File: src/rtl/apb_pkg.sv
// Shared APB definitions used by the requester and the slave models.
package apb_pkg;

  localparam int APB_ADDR_WIDTH     = 32;
  localparam int APB_DATA_WIDTH     = 32;
  localparam int APB_TIMEOUT_CYCLES = 16;

  typedef enum logic [1:0] {
    IDLE,
    SETUP,
    ACCESS
  } apb_state_e;

  typedef struct packed {
    logic [APB_DATA_WIDTH-1:0] rdata;
    logic                      slverr;
    logic                      timeout;
  } apb_rsp_t;

endpackage

File: src/rtl/apb_master.sv
// APB3 requester: single-beat commands in, SETUP/ACCESS transfers out,
// one-entry response register with a programmable wait-state timeout.
module apb_master
  import apb_pkg::*;
#(
  parameter int ADDR_WIDTH     = APB_ADDR_WIDTH,
  parameter int DATA_WIDTH     = APB_DATA_WIDTH,
  parameter int TIMEOUT_CYCLES = APB_TIMEOUT_CYCLES
) (
  input  logic                  PCLK,
  input  logic                  PRESETn,
  input  logic                  cmd_valid,
  output logic                  cmd_ready,
  input  logic                  cmd_write,
  input  logic [ADDR_WIDTH-1:0] cmd_addr,
  input  logic [DATA_WIDTH-1:0] cmd_wdata,
  output logic                  rsp_valid,
  input  logic                  rsp_ready,
  output logic [DATA_WIDTH-1:0] rsp_rdata,
  output logic                  rsp_slverr,
  output logic                  rsp_timeout,
  output logic                  PSEL,
  output logic                  PENABLE,
  output logic                  PWRITE,
  output logic [ADDR_WIDTH-1:0] PADDR,
  output logic [DATA_WIDTH-1:0] PWDATA,
  input  logic [DATA_WIDTH-1:0] PRDATA,
  input  logic                  PREADY,
  input  logic                  PSLVERR
);

  // A zero timeout still needs a one-bit counter so the logic stays legal.
  localparam int CNT_W = (TIMEOUT_CYCLES > 0) ? $clog2(TIMEOUT_CYCLES + 1) : 1;
  localparam logic [CNT_W-1:0] CNT_MAX   = '1;
  localparam logic [CNT_W-1:0] CNT_LIMIT = CNT_W'(TIMEOUT_CYCLES);

  typedef struct packed {
    logic [DATA_WIDTH-1:0] rdata;
    logic                  slverr;
    logic                  timeout;
  } rsp_t;

  apb_state_e            state_q, state_d;
  logic [CNT_W-1:0]      wait_q, wait_d;
  logic [ADDR_WIDTH-1:0] paddr_q, paddr_d;
  logic                  pwrite_q, pwrite_d;
  logic [DATA_WIDTH-1:0] pwdata_q, pwdata_d;
  logic                  rsp_valid_q, rsp_valid_d;
  rsp_t                  rsp_q, rsp_d;

  logic                  cmd_fire;
  logic [CNT_W-1:0]      wait_inc;
  logic                  timeout_hit;

  assign cmd_ready = (state_q == IDLE) && (!rsp_valid_q || rsp_ready);
  assign cmd_fire  = cmd_valid && cmd_ready;

  assign PSEL        = (state_q != IDLE);
  assign PENABLE     = (state_q == ACCESS);
  assign PWRITE      = pwrite_q;
  assign PADDR       = paddr_q;
  assign PWDATA      = pwdata_q;
  assign rsp_valid   = rsp_valid_q;
  assign rsp_rdata   = rsp_q.rdata;
  assign rsp_slverr  = rsp_q.slverr;
  assign rsp_timeout = rsp_q.timeout;

  // Next-state, wait counter and response loading for the transfer FSM.
  always_comb begin
    state_d     = state_q;
    wait_d      = wait_q;
    paddr_d     = paddr_q;
    pwrite_d    = pwrite_q;
    pwdata_d    = pwdata_q;
    rsp_valid_d = rsp_valid_q;
    rsp_d       = rsp_q;
    wait_inc    = (wait_q == CNT_MAX) ? wait_q : wait_q + 1'b1;
    timeout_hit = (TIMEOUT_CYCLES != 0) && (wait_inc == CNT_LIMIT);

    if (rsp_valid_q && rsp_ready) begin
      rsp_valid_d = 1'b0;
    end

    case (state_q)
      IDLE: begin
        if (cmd_fire) begin
          paddr_d  = cmd_addr;
          pwrite_d = cmd_write;
          pwdata_d = cmd_wdata;
          wait_d   = '0;
          state_d  = SETUP;
        end
      end
      SETUP: begin
        state_d = ACCESS;
      end
      ACCESS: begin
        if (PREADY) begin
          rsp_d.rdata   = pwrite_q ? '0 : PRDATA;
          rsp_d.slverr  = PSLVERR;
          rsp_d.timeout = 1'b0;
          rsp_valid_d   = 1'b1;
          state_d       = IDLE;
        end else begin
          wait_d = wait_inc;
          if (timeout_hit) begin
            rsp_d.rdata   = '0;
            rsp_d.slverr  = 1'b1;
            rsp_d.timeout = 1'b1;
            rsp_valid_d   = 1'b1;
            state_d       = IDLE;
          end
        end
      end
      default: begin
        state_d = IDLE;
      end
    endcase
  end

  // State, bus and response registers; reset drops any transfer in flight.
  always_ff @(posedge PCLK or negedge PRESETn) begin
    if (!PRESETn) begin
      state_q     <= IDLE;
      wait_q      <= '0;
      paddr_q     <= '0;
      pwrite_q    <= 1'b0;
      pwdata_q    <= '0;
      rsp_valid_q <= 1'b0;
      rsp_q       <= '0;
    end else begin
      state_q     <= state_d;
      wait_q      <= wait_d;
      paddr_q     <= paddr_d;
      pwrite_q    <= pwrite_d;
      pwdata_q    <= pwdata_d;
      rsp_valid_q <= rsp_valid_d;
      rsp_q       <= rsp_d;
    end
  end

endmodule

File: config.mk
export PLATFORM = sky130hd
export DESIGN_NAME = apb_master
export DESIGN_NICKNAME = d
export VERILOG_FILES = /design/src/rtl/apb_pkg.sv /design/src/rtl/apb_master.sv
export SDC_FILE = /design/constraint.sdc
export NUM_CORES = 1
export LEC_CHECK = 0
export CAP_MARGIN = 20
export CORE_MARGIN = 3
export CORE_UTILIZATION = 43
export DETAILED_ROUTE_END_ITERATION = 6
export GPL_TIMING_DRIVEN = 1
export PLACE_DENSITY_LB_ADDON = 0.12
export SLEW_MARGIN = 20
export SYNTH_ARGS = -nofsm -noshare
export SYNTH_HDL_FRONTEND = slang
export SYNTH_SLANG_ARGS = --single-unit
File: constraint.sdc
create_clock -name PCLK -period 4.05 [get_ports PCLK]
set_clock_uncertainty 0.1 [all_clocks]
set_input_delay 1.0125 -clock PCLK [delete_from_list [all_inputs] [get_ports PCLK]]
set_output_delay 1.0125 -clock PCLK [all_outputs]
set_load 0.005 [all_outputs]
**Yosys cells after proc, flatten, opt, wreduce, memory -nomap -nowiden**

Index checks and enable logic that the tools add are counted.

- Add/sub/neg operators: 1
- Multiply operators: 0
- Divide/modulo/power cells: 0
- $lt $le $gt $ge: 0
- Eq/ne operators: 7
- Shifts and indexed selects: 0
- Muxes and demuxes: 15
- Bitwise logic cells: 0
- Reductions and logical operators: 13

Operators with widths:

| operator | count |
|---|---|
| 2-to-1 mux 34 bit | 2 |
| 2-to-1 mux 32 bit | 1 |
| 2-to-1 mux 5 bit | 3 |
| == test 5 bit, second input constant | 2 |
| case mux 5 bit (2 select lines) | 1 |
| 2-to-1 mux 2 bit | 3 |
| case mux 2 bit (3 select lines) | 1 |
| AND reduction 2 bit | 3 |
| nonzero test 2 bit | 3 |
| adder 5 x 1 -> 5 bit, second input constant | 1 |
| 2-to-1 mux 1 bit | 4 |
| inequality test 2 bit, second input constant | 2 |
| logical AND 1 bit | 3 |
| inequality test 3 x 1 -> 1 bit, second input constant | 1 |
| AND reduction 3 bit | 1 |
| == test 2 x 1 -> 1 bit, second input constant | 1 |
| == test 2 bit, second input constant | 1 |
| logical NOT 2 bit | 1 |
| logical NOT 1 bit | 1 |
| logical OR 1 bit | 1 |

- Flip-flop bits (word level): 107
- Latch bits: 0
- RAM bits: 0
- Memory bits (read-only): 0
- Input port bits: 103
- Output and inout port bits: 103
- Word-level logic and storage cells: 45
- Memories kept: 0

**Logic depth before layout (Yosys ltp)**

Gate-level depths: netlist of run 1.

- Depth after elaboration: 6
- Depth in mapped cells: 7
- Gate-level depth less buffers: 5

**Least setup slack after synthesis of run 1**

OpenSTA, ideal clock, no wires.

- Path type: input to output
- Start: in rsp_ready
- End: out cmd_ready
- Arrival time: 1255 ps
- Required time: 2938 ps
- Slack: 1682 ps
- Stages: 2
- Buffers on the path: 0
- Cell sequence: nor2b_1 > nor2_4

- Cells in the longest elaborated chain, start to end: 2

Ends and longest elaborated chain:

| element | RTL line | RTL |
|---|---|---|
| from (decl) | apb_master.sv:18 | `input logic rsp_ready,` |
| logical OR 1 bit | apb_master.sv:55 | `assign cmd_ready = (state_q == IDLE) && (!rsp_valid_q \|\| rsp_ready);` |
| logical AND 1 bit | apb_master.sv:55 |  |
| to (decl) | apb_master.sv:13 | `output logic cmd_ready,` |

No other way between the ends.

**Final worst setup path of run 1**

Same ends and word-level chain as after synthesis.

==> run_results.csv, run 1 <==
group,metric,value,unit
run_status,status,"complete, no violations",
route,drt_pass1_iterations,4,
floorplan,start_util,0.444,
floorplan,die-width,104,µm
clock_network,cts_tree,"done",
job,drv_cap,0,
logic_synthesis,synth_commonest_cells,"dfrtp_1, mux2_2, a22o_1",
finish,layout-drive-gt1-share,0.162,
sta,fmax,301,MHz
finish,fillers,699,
global_routing,grt_pass1_vias,3261,
finish,fin_nets,574,
setup_path,cp-start-kind,"input pin",
route,wl,10400,µm
floorplan,core_area,9280,µm²
sta,min_period_over_period,0.821,
route,drt-vias-per-instance,4.95,
sta,hold-worst-slack,0.391,ns
sta,relSlewSlack,0.428,
hold_path,holdCritPathClass,"reg -> reg",
power,p_leak,2.68,nW
clock_network,path_clk_slew,0.10,ns
setup_path,cp-end-kind,"output pin",
logic_synthesis,synth_seq_cells,107,
placed_design,gp_congestion,0.746,
finish,design_area,6480,µm²
global_routing,grt_pass1_wl,17200,µm
logic_synthesis,syn_area,4120,µm²
logic_synthesis,synthesis.area_per_instance,15.7,µm²
floorplan,die_h,104,µm
sta,min_period,3.32,ns
route,drc,0,
logic_synthesis,ys.flop_type,"dfrtp_1",
finish,final_util,0.698,
placed_design,placed_cell_area,6280,µm²
clock_network,numCtsBuffers,9,
global_routing,grt_usage,0.200,
route,ant_nets,0,
route,wl_per_cell,17.3,µm
floorplan,placementRows,35,
floorplan,ioPinCount,206,
global_routing,grt_max_degree,66,
setup_path,cp.required,2.94,ns
logic_synthesis,seq_area_frac_synth,0.650,
route,drt_iter0_drc,107,
sta,slew_viol_final,0,
clock_network,clk_latency,0.35,ns
logic_synthesis,synth_area_leaders,"dfrtp_1, mux2_2, a22o_1, mux2_1, buf_6",
placed_design,dpl.hpwl,7660,µm
logic_synthesis,synthArstFlopShare,1.00,
logic_synthesis,synth_nets,367,
floorplan,dieArea,10800,µm²
setup_path,rrSetupSlack,1.79,ns
logic_synthesis,ys_types,36,
global_routing,overflow,0,
finish,flow.area_growth_from_synthesis,57.3,%
sta,rsz0062_at_grt,"false",
route,vias,2985,
sta,setup_viol,0,
logic_synthesis,ys_warn_count,0,
setup_path,critPathKind,"in -> out",
logic_synthesis,synth_edf_count,0,
clock_network,clk_path_buf_depth,2,
logic_synthesis,synth.most_common_cell,"dfrtp_1",
setup_path,cp.arrival,2.21,ns
clock_network,cts_resized,0,
logic_synthesis,synth_cells,263,
logic_synthesis,synth_top_area_cell,"dfrtp_1",
power,worst_ir_drop_vdd,0.357,mV
clock_network,cts_hold_buf,0,
logic_synthesis,synth_top_area_share,0.650,
sta,hold_viol,0,
finish,n_antenna_cell,0,
clock_network,post_cts_buffers,0,
clock_network,root_buffer,"clkbuf_8",
power,power.density,680,nW/µm²
global_routing,antenna_found_initial,0,
clock_network,htreeDepth,3,
clock_network,clock-sinks,107,
sta,fin_tns_setup,0,ns
sta,worstMarginPinSlew,0.858,ns
setup_path,path_max_fanout,2,
placed_design,io_buffers,205,
stage by stage:
stage          std cells  setup WS [ns]  power, mW
2_1_floorplan        263           1.68       2.58
3_3_place_gp         588          0.758       3.73
3_5_place_dp         588          0.717       3.79
4_1_cts              603          0.709       4.48
5_1_grt              603          0.651       4.69
6_report             603          0.727       4.40
layout make-up:
type                       instances  area (µm²)  share of cell area
sequential                       107        2680               0.413
timing repair buffer             209        2100               0.325
multi-input combinational        138        1320               0.203
tap                              129         161              0.0249
clock buffer                      10         138              0.0213
clock inverter                     5        61.3             0.00947
inverter                           5        18.8             0.00290
layer usage:
| layer | up-vias | routed length [µm] | GRT usage | share of wire |
|---|---|---|---|---|
| met3 | 13 | 776 | 0.0596 | 0.074 |
| met2 | 118 | 5340 | 0.353 | 0.51 |
| met4 | 0 | 150 | 0.0598 | 0.014 |
| met5 | - | 0 | 0 | 0 |
| li1 | 1359 | - | - | - |
| met1 | 1495 | 4180 | 0.237 | 0.40 |
placed cells by master (no fill, tap or decap), types with 2 or more instances in the layout:
cell type / count
clkdlybuf4s50_1: 204
dfrtp_1: 107
mux2_2: 47
a22o_1: 32
mux2_1: 18
clkbuf_8: 10
nand2_1: 4
inv_1: 4
nor2_1: 4
a211oi_1: 3
a21oi_1: 3
clkinvlp_4: 3
buf_4: 3
nand2b_1: 2
nand4_1: 2
nor3_1: 2
buf_12: 2
power by group:
| group | internal [mW] | switching [mW] |
|---|---|---|
| Clock | 0.302 | 0.359 |
| Sequential | 1.54 | 0.246 |
| Combinational | 1.33 | 0.627 |
| Total | 3.17 | 1.23 |
flip-flops by register name, indices dropped and copies added (netlist names):
register	flops
state_q	2
rsp_rdata	32
PWRITE	1
wait_q	5
rsp_valid	1
PWDATA	32
PADDR	32
rsp_slverr	1
rsp_timeout	1
critical path, stage by stage:
cell,delay [ns]
clkdlybuf4s50_1,0.41
nor2b_1,0.27
nor2_4,0.05
clkdlybuf4s50_1,0.46
final timing paths:
path | start | end | depth (start not counted)
setup / recovery | rsp_ready | cmd_ready | 4
hold / removal | PADDR[25]$_DFFE_PN0P_ | PADDR[25]$_DFFE_PN0P_ | 1
max in group asynchronous | PRESETn | state_q[0]$_DFFE_PN0P_ | 2
setup reg to reg | wait_q[0]$_DFFE_PN0P_ | rsp_rdata[24]$_DFFE_PN0P_ | 6
min in group asynchronous | PRESETn | PWDATA[24]$_DFFE_PN0P_ | 1
hold reg to reg | PADDR[25]$_DFFE_PN0P_ | PADDR[25]$_DFFE_PN0P_ | 1
cells by family after synthesis:
logic type / after synthesis / share of synthesized area
fa+ha+maj: 1 / 0.00304
compound gates: 44 / 0.0921
mux: 65 / 0.178
xor+xnor: 1 / 0.00213
flops: 107 / 0.650
buf+inv: 18 / 0.0310
simple gates: 27 / 0.0438
Note: power is estimated with default switching activity, not from simulation.
==> inputs of run 2 (changes only) <==
- CORE_UTILIZATION: 43 -> 40
- clock period: 4.05 -> 3.2 ns (I/O delays scaled with it)
==> run_results.csv, run 2 (synthesis gave the netlist of run 1 again) <==
group,metric,value,unit
run_status,status,"complete, no violations",
job,drv_cap,0,
route,ant_nets,0,
clock_network,root_buffer,"clkbuf_8",
clock_network,cts_hold_buf,0,
placed_design,dpl.hpwl,7060,µm
placed_design,gp_congestion,0.751,
clock_network,path_clk_slew,0.10,ns
clock_network,numCtsBuffers,9,
route,wl_per_cell,16.4,µm
route,drt_iter0_drc,142,
global_routing,grt_usage,0.177,
sta,hold_viol,0,
sta,setup_viol,0,
setup_path,path_max_fanout,2,
setup_path,cp.required,2.30,ns
floorplan,die_h,107,µm
power,power.density,875,nW/µm²
setup_path,critPathKind,"in -> out",
sta,fmax,348,MHz
sta,min_period,2.88,ns
sta,relSlewSlack,0.621,
route,vias,2952,
global_routing,grt_pass1_wl,15900,µm
floorplan,dieArea,11500,µm²
floorplan,die-width,107,µm
clock_network,post_cts_buffers,0,
finish,final_util,0.658,
global_routing,antenna_found_initial,0,
finish,n_antenna_cell,0,
setup_path,cp-end-kind,"output pin",
sta,slew_viol_final,0,
sta,worstMarginPinSlew,0.567,ns
clock_network,cts_tree,"done",
clock_network,clock-sinks,107,
sta,min_period_over_period,0.898,
floorplan,ioPinCount,206,
setup_path,cp-start-kind,"input pin",
clock_network,clk_latency,0.36,ns
finish,final_common_cell,"clkdlybuf4s50_1",
sta,rsz0062_at_grt,"false",
clock_network,clk_path_buf_depth,2,
power,worst_ir_drop_vdd,0.403,mV
placed_design,io_buffers,205,
sta,fin_tns_setup,0,ns
clock_network,htreeDepth,3,
floorplan,start_util,0.416,
clock_network,cts_resized,0,
route,drc,0,
power,p_leak,2.71,nW
global_routing,grt_pass1_vias,3059,
finish,layout_common_cells,"clkdlybuf4s50_1, dfrtp_1, mux2_2",
finish,fin_nets,574,
global_routing,grt_max_degree,70,
setup_path,cp.arrival,1.98,ns
floorplan,placementRows,36,
route,drt-vias-per-instance,4.86,
route,wl,9960,µm
global_routing,overflow,0,
route,drt_pass1_iterations,4,
finish,layout-drive-gt1-share,0.162,
floorplan,core_area,9910,µm²
finish,flow.area_growth_from_synthesis,58.4,%
hold_path,holdCritPathClass,"in -> async",
## run 2: cell types whose count changed in the layout (fill, tap and decap cells not counted), sizes merged
cell      delta
clkinvlp     -3
inv          -1
clkbuf       +1
bufinv       +2
clkinv       +2
## run 2: path summary, 6_finish.rpt
kind | end | depth (start not counted) | slack, ns | startpoint
worst max-delay path | cmd_ready | 4 | 0.32 | rsp_ready
worst min-delay path | PWDATA[17]$_DFFE_PN0P_ | 1 | 0.30 | PRESETn
worst max register to register | rsp_rdata[12]$_DFFE_PN0P_ | 6 | 1.10 | wait_q[0]$_DFFE_PN0P_
worst min register to register | PWDATA[30]$_DFFE_PN0P_ | 1 | 0.39 | PWDATA[30]$_DFFE_PN0P_
max in group asynchronous | PADDR[12]$_DFFE_PN0P_ | 2 | 1.92 | PRESETn
min in group PCLK | PWDATA[30]$_DFFE_PN0P_ | 1 | 0.39 | PWDATA[30]$_DFFE_PN0P_
## run 2: cell type report
type	instances	area, µm²
well taps	133	166
inverters	5	18.8
clock buffers	11	141
clock inverters	5	100
fillers	783	3390
multi-input cells	138	1320
flip-flops and latches	107	2680
repair buffers	209	2100
## run 2: layer usage
metal  vias to the layer above  global-route usage  wire length, µm
met5                         -                   0                0
met4                         0              0.0757              149
met3                         9              0.0516              886
met2                       119               0.284             4820
met1                      1464               0.223             4110
li1                       1360                   -                -
## run 2: power by group
part / total [mW] / switching, mW / internal [mW]
logic: 2.47 / 0.784 / 1.69
registers: 2.25 / 0.304 / 1.95
clock network: 0.987 / 0.447 / 0.539
total: 5.71 / 1.54 / 4.17
## run 2: metrics by stage
step	power, mW	setup WS (ns)	hold WS [ns]	area, µm²	std cells
final	5.71	0.325	0.301	6520	608
after detailed placement	4.79	0.337	0.375	6280	592
after global routing	6.07	0.301	0.324	6520	608
after global placement	4.72	0.324	0.366	6280	592
after floorplan	3.26	1.23	0.360	4120	263
after CTS	5.80	0.325	0.319	6520	608
## run 2: worst max-delay path: stages
cell and delay [ns]:
clkdlybuf4s50_1 0.40, nor2b_1 0.25, nor2_4 0.06, clkdlybuf4s50_1 0.47
==> inputs of run 3 (changes only) <==
- CORE_ASPECT_RATIO: unset -> 2
- CORE_UTILIZATION: 40 -> 43
- clock period: 3.2 -> 3.38 ns (I/O delays scaled with it)
==> run_results.csv, run 3 (synthesis gave the netlist of run 1 again) <==
group,metric,value,unit
run_status,status,"complete, no violations",
setup_path,slowest_delay,0.45,ns
finish,flow.area_growth_from_synthesis,58.8,%
finish,layout_common_cells,"clkdlybuf4s50_1, dfrtp_1, mux2_2",
placed_design,gp_congestion,0.777,
floorplan,placementRows,49,
route,wl_per_cell,18.9,µm
finish,fillers,678,
route,drt-vias-per-instance,5.21,
route,wl,10900,µm
floorplan,die-width,75.2,µm
finish,final_common_cell,"clkdlybuf4s50_1",
route,drc,0,
floorplan,dieArea,10900,µm²
setup_path,critPathKind,"in -> out",
setup_path,cp_cell_sequence,"clkdlybuf4s50_1, nor2b_1, nor2_4, clkdlybuf4s50_1",
global_routing,grt_pass1_vias,3222,
power,finalPower,5.52,mW
sta,rsz0062_at_grt,"false",
clock_network,path_clk_slew,0.07,ns
setup_path,cpMaxStageDelayCell,"clkdlybuf4s50_1",
hold_path,holdCritPathClass,"reg -> reg",
sta,relSlewSlack,0.604,
sta,fin_tns_setup,0,ns
sta,setup_viol,0,
clock_network,numCtsBuffers,9,
clock_network,cts_resized,0,
clock_network,clock-sinks,107,
power,p_leak,2.73,nW
setup_path,cp.required,2.43,ns
floorplan,core_area,9140,µm²
setup_path,cp-start-kind,"input pin",
setup_path,cp-end-kind,"output pin",
sta,min_period_over_period,0.877,
route,drt_pass1_iterations,4,
power,worst_ir_drop_vdd,0.494,mV
placed_design,placed_cell_area,6260,µm²
setup_path,rrSetupSlack,1.26,ns
global_routing,grt_pass1_wl,16600,µm
route,vias,3004,
floorplan,start_util,0.451,
setup_path,crit_family,"buffers and inverters",
global_routing,grt_usage,0.207,
global_routing,antenna_found_initial,0,
finish,design_area,6540,µm²
finish,n_antenna_cell,0,
job,drv_cap,0,
clock_network,clk_latency,0.34,ns
setup_path,cpMostUsedCell,"clkdlybuf4s50_1",
floorplan,die_h,144,µm
route,drt_iter0_drc,126,
global_routing,overflow,0,
placed_design,io_buffers,205,
clock_network,clk_path_buf_depth,2,
setup_path,path_max_fanout,2,
power,power.density,844,nW/µm²
sta,fmax,338,MHz
sta,min_period,2.96,ns
clock_network,htreeDepth,3,
setup_path,crit_buf_inv,2,
finish,fin_nets,576,
floorplan,ioPinCount,206,
sta,worstMarginPinSlew,0.593,ns
placed_design,dpl.hpwl,8290,µm
sta,fin_ws,0.417,ns
clock_network,cts_tree,"done",
finish,layout-drive-gt1-share,0.164,
clock_network,root_buffer,"clkbuf_16",
clock_network,post_cts_buffers,0,
sta,hold_viol,0,
sta,slew_viol_final,0,
setup_path,cp.arrival,2.02,ns
placed_design,dpl_worst_slack,0.416,ns
clock_network,cts_hold_buf,0,
route,ant_nets,0,
global_routing,grt_max_degree,52,
==> run 3: worst paths after layout <==
| kind | from | end | cells after the start |
|---|---|---|---|
| max in group asynchronous | PRESETn | rsp_rdata[27]$_DFFE_PN0P_ | 2 |
| max reg2reg | wait_q[0]$_DFFE_PN0P_ | rsp_rdata[8]$_DFFE_PN0P_ | 6 |
| min in group asynchronous | PRESETn | PWDATA[8]$_DFFE_PN0P_ | 1 |
| min reg2reg | PWDATA[23]$_DFFE_PN0P_ | PWDATA[23]$_DFFE_PN0P_ | 1 |
| max | rsp_ready | cmd_ready | 4 |
| min | PWDATA[23]$_DFFE_PN0P_ | PWDATA[23]$_DFFE_PN0P_ | 1 |
==> run 3: layout make-up <==
| type | instances | area, µm² | area share |
|---|---|---|---|
| clock inverters | 5 | 56.3 | 0.00861 |
| inverters | 5 | 18.8 | 0.00287 |
| well taps | 102 | 128 | 0.0195 |
| flip-flops and latches | 107 | 2680 | 0.409 |
| repair buffers | 211 | 2120 | 0.324 |
| multi-input cells | 138 | 1320 | 0.201 |
| clock buffers | 9 | 225 | 0.0344 |
==> run 3: per-stage QoR <==
step	utilization	instances	hold slack, ns
6_report	0.716	577	0.384
5_1_grt	0.716	577	0.400
4_1_cts	0.716	577	0.390
3_3_place_gp	0.685	563	0.366
2_1_floorplan	-	263	0.360
3_5_place_dp	0.685	563	0.374
==> run 3: report_power, final <==
group          internal, mW  leakage, nW  switching (mW)
Sequential             1.85         1.31           0.292
Combinational          1.60         1.29           0.771
Clock                 0.564        0.137           0.442
==> run 3: metal layers <==
metal | up-vias | routed length [µm] | global-route usage | share of wire
met3 | 32 | 740 | 0.0592 | 0.068
met5 | - | 0 | 0 | 0
met2 | 129 | 5930 | 0.356 | 0.54
met4 | 0 | 452 | 0.105 | 0.041
li1 | 1374 | - | - | -
met1 | 1469 | 3800 | 0.224 | 0.35
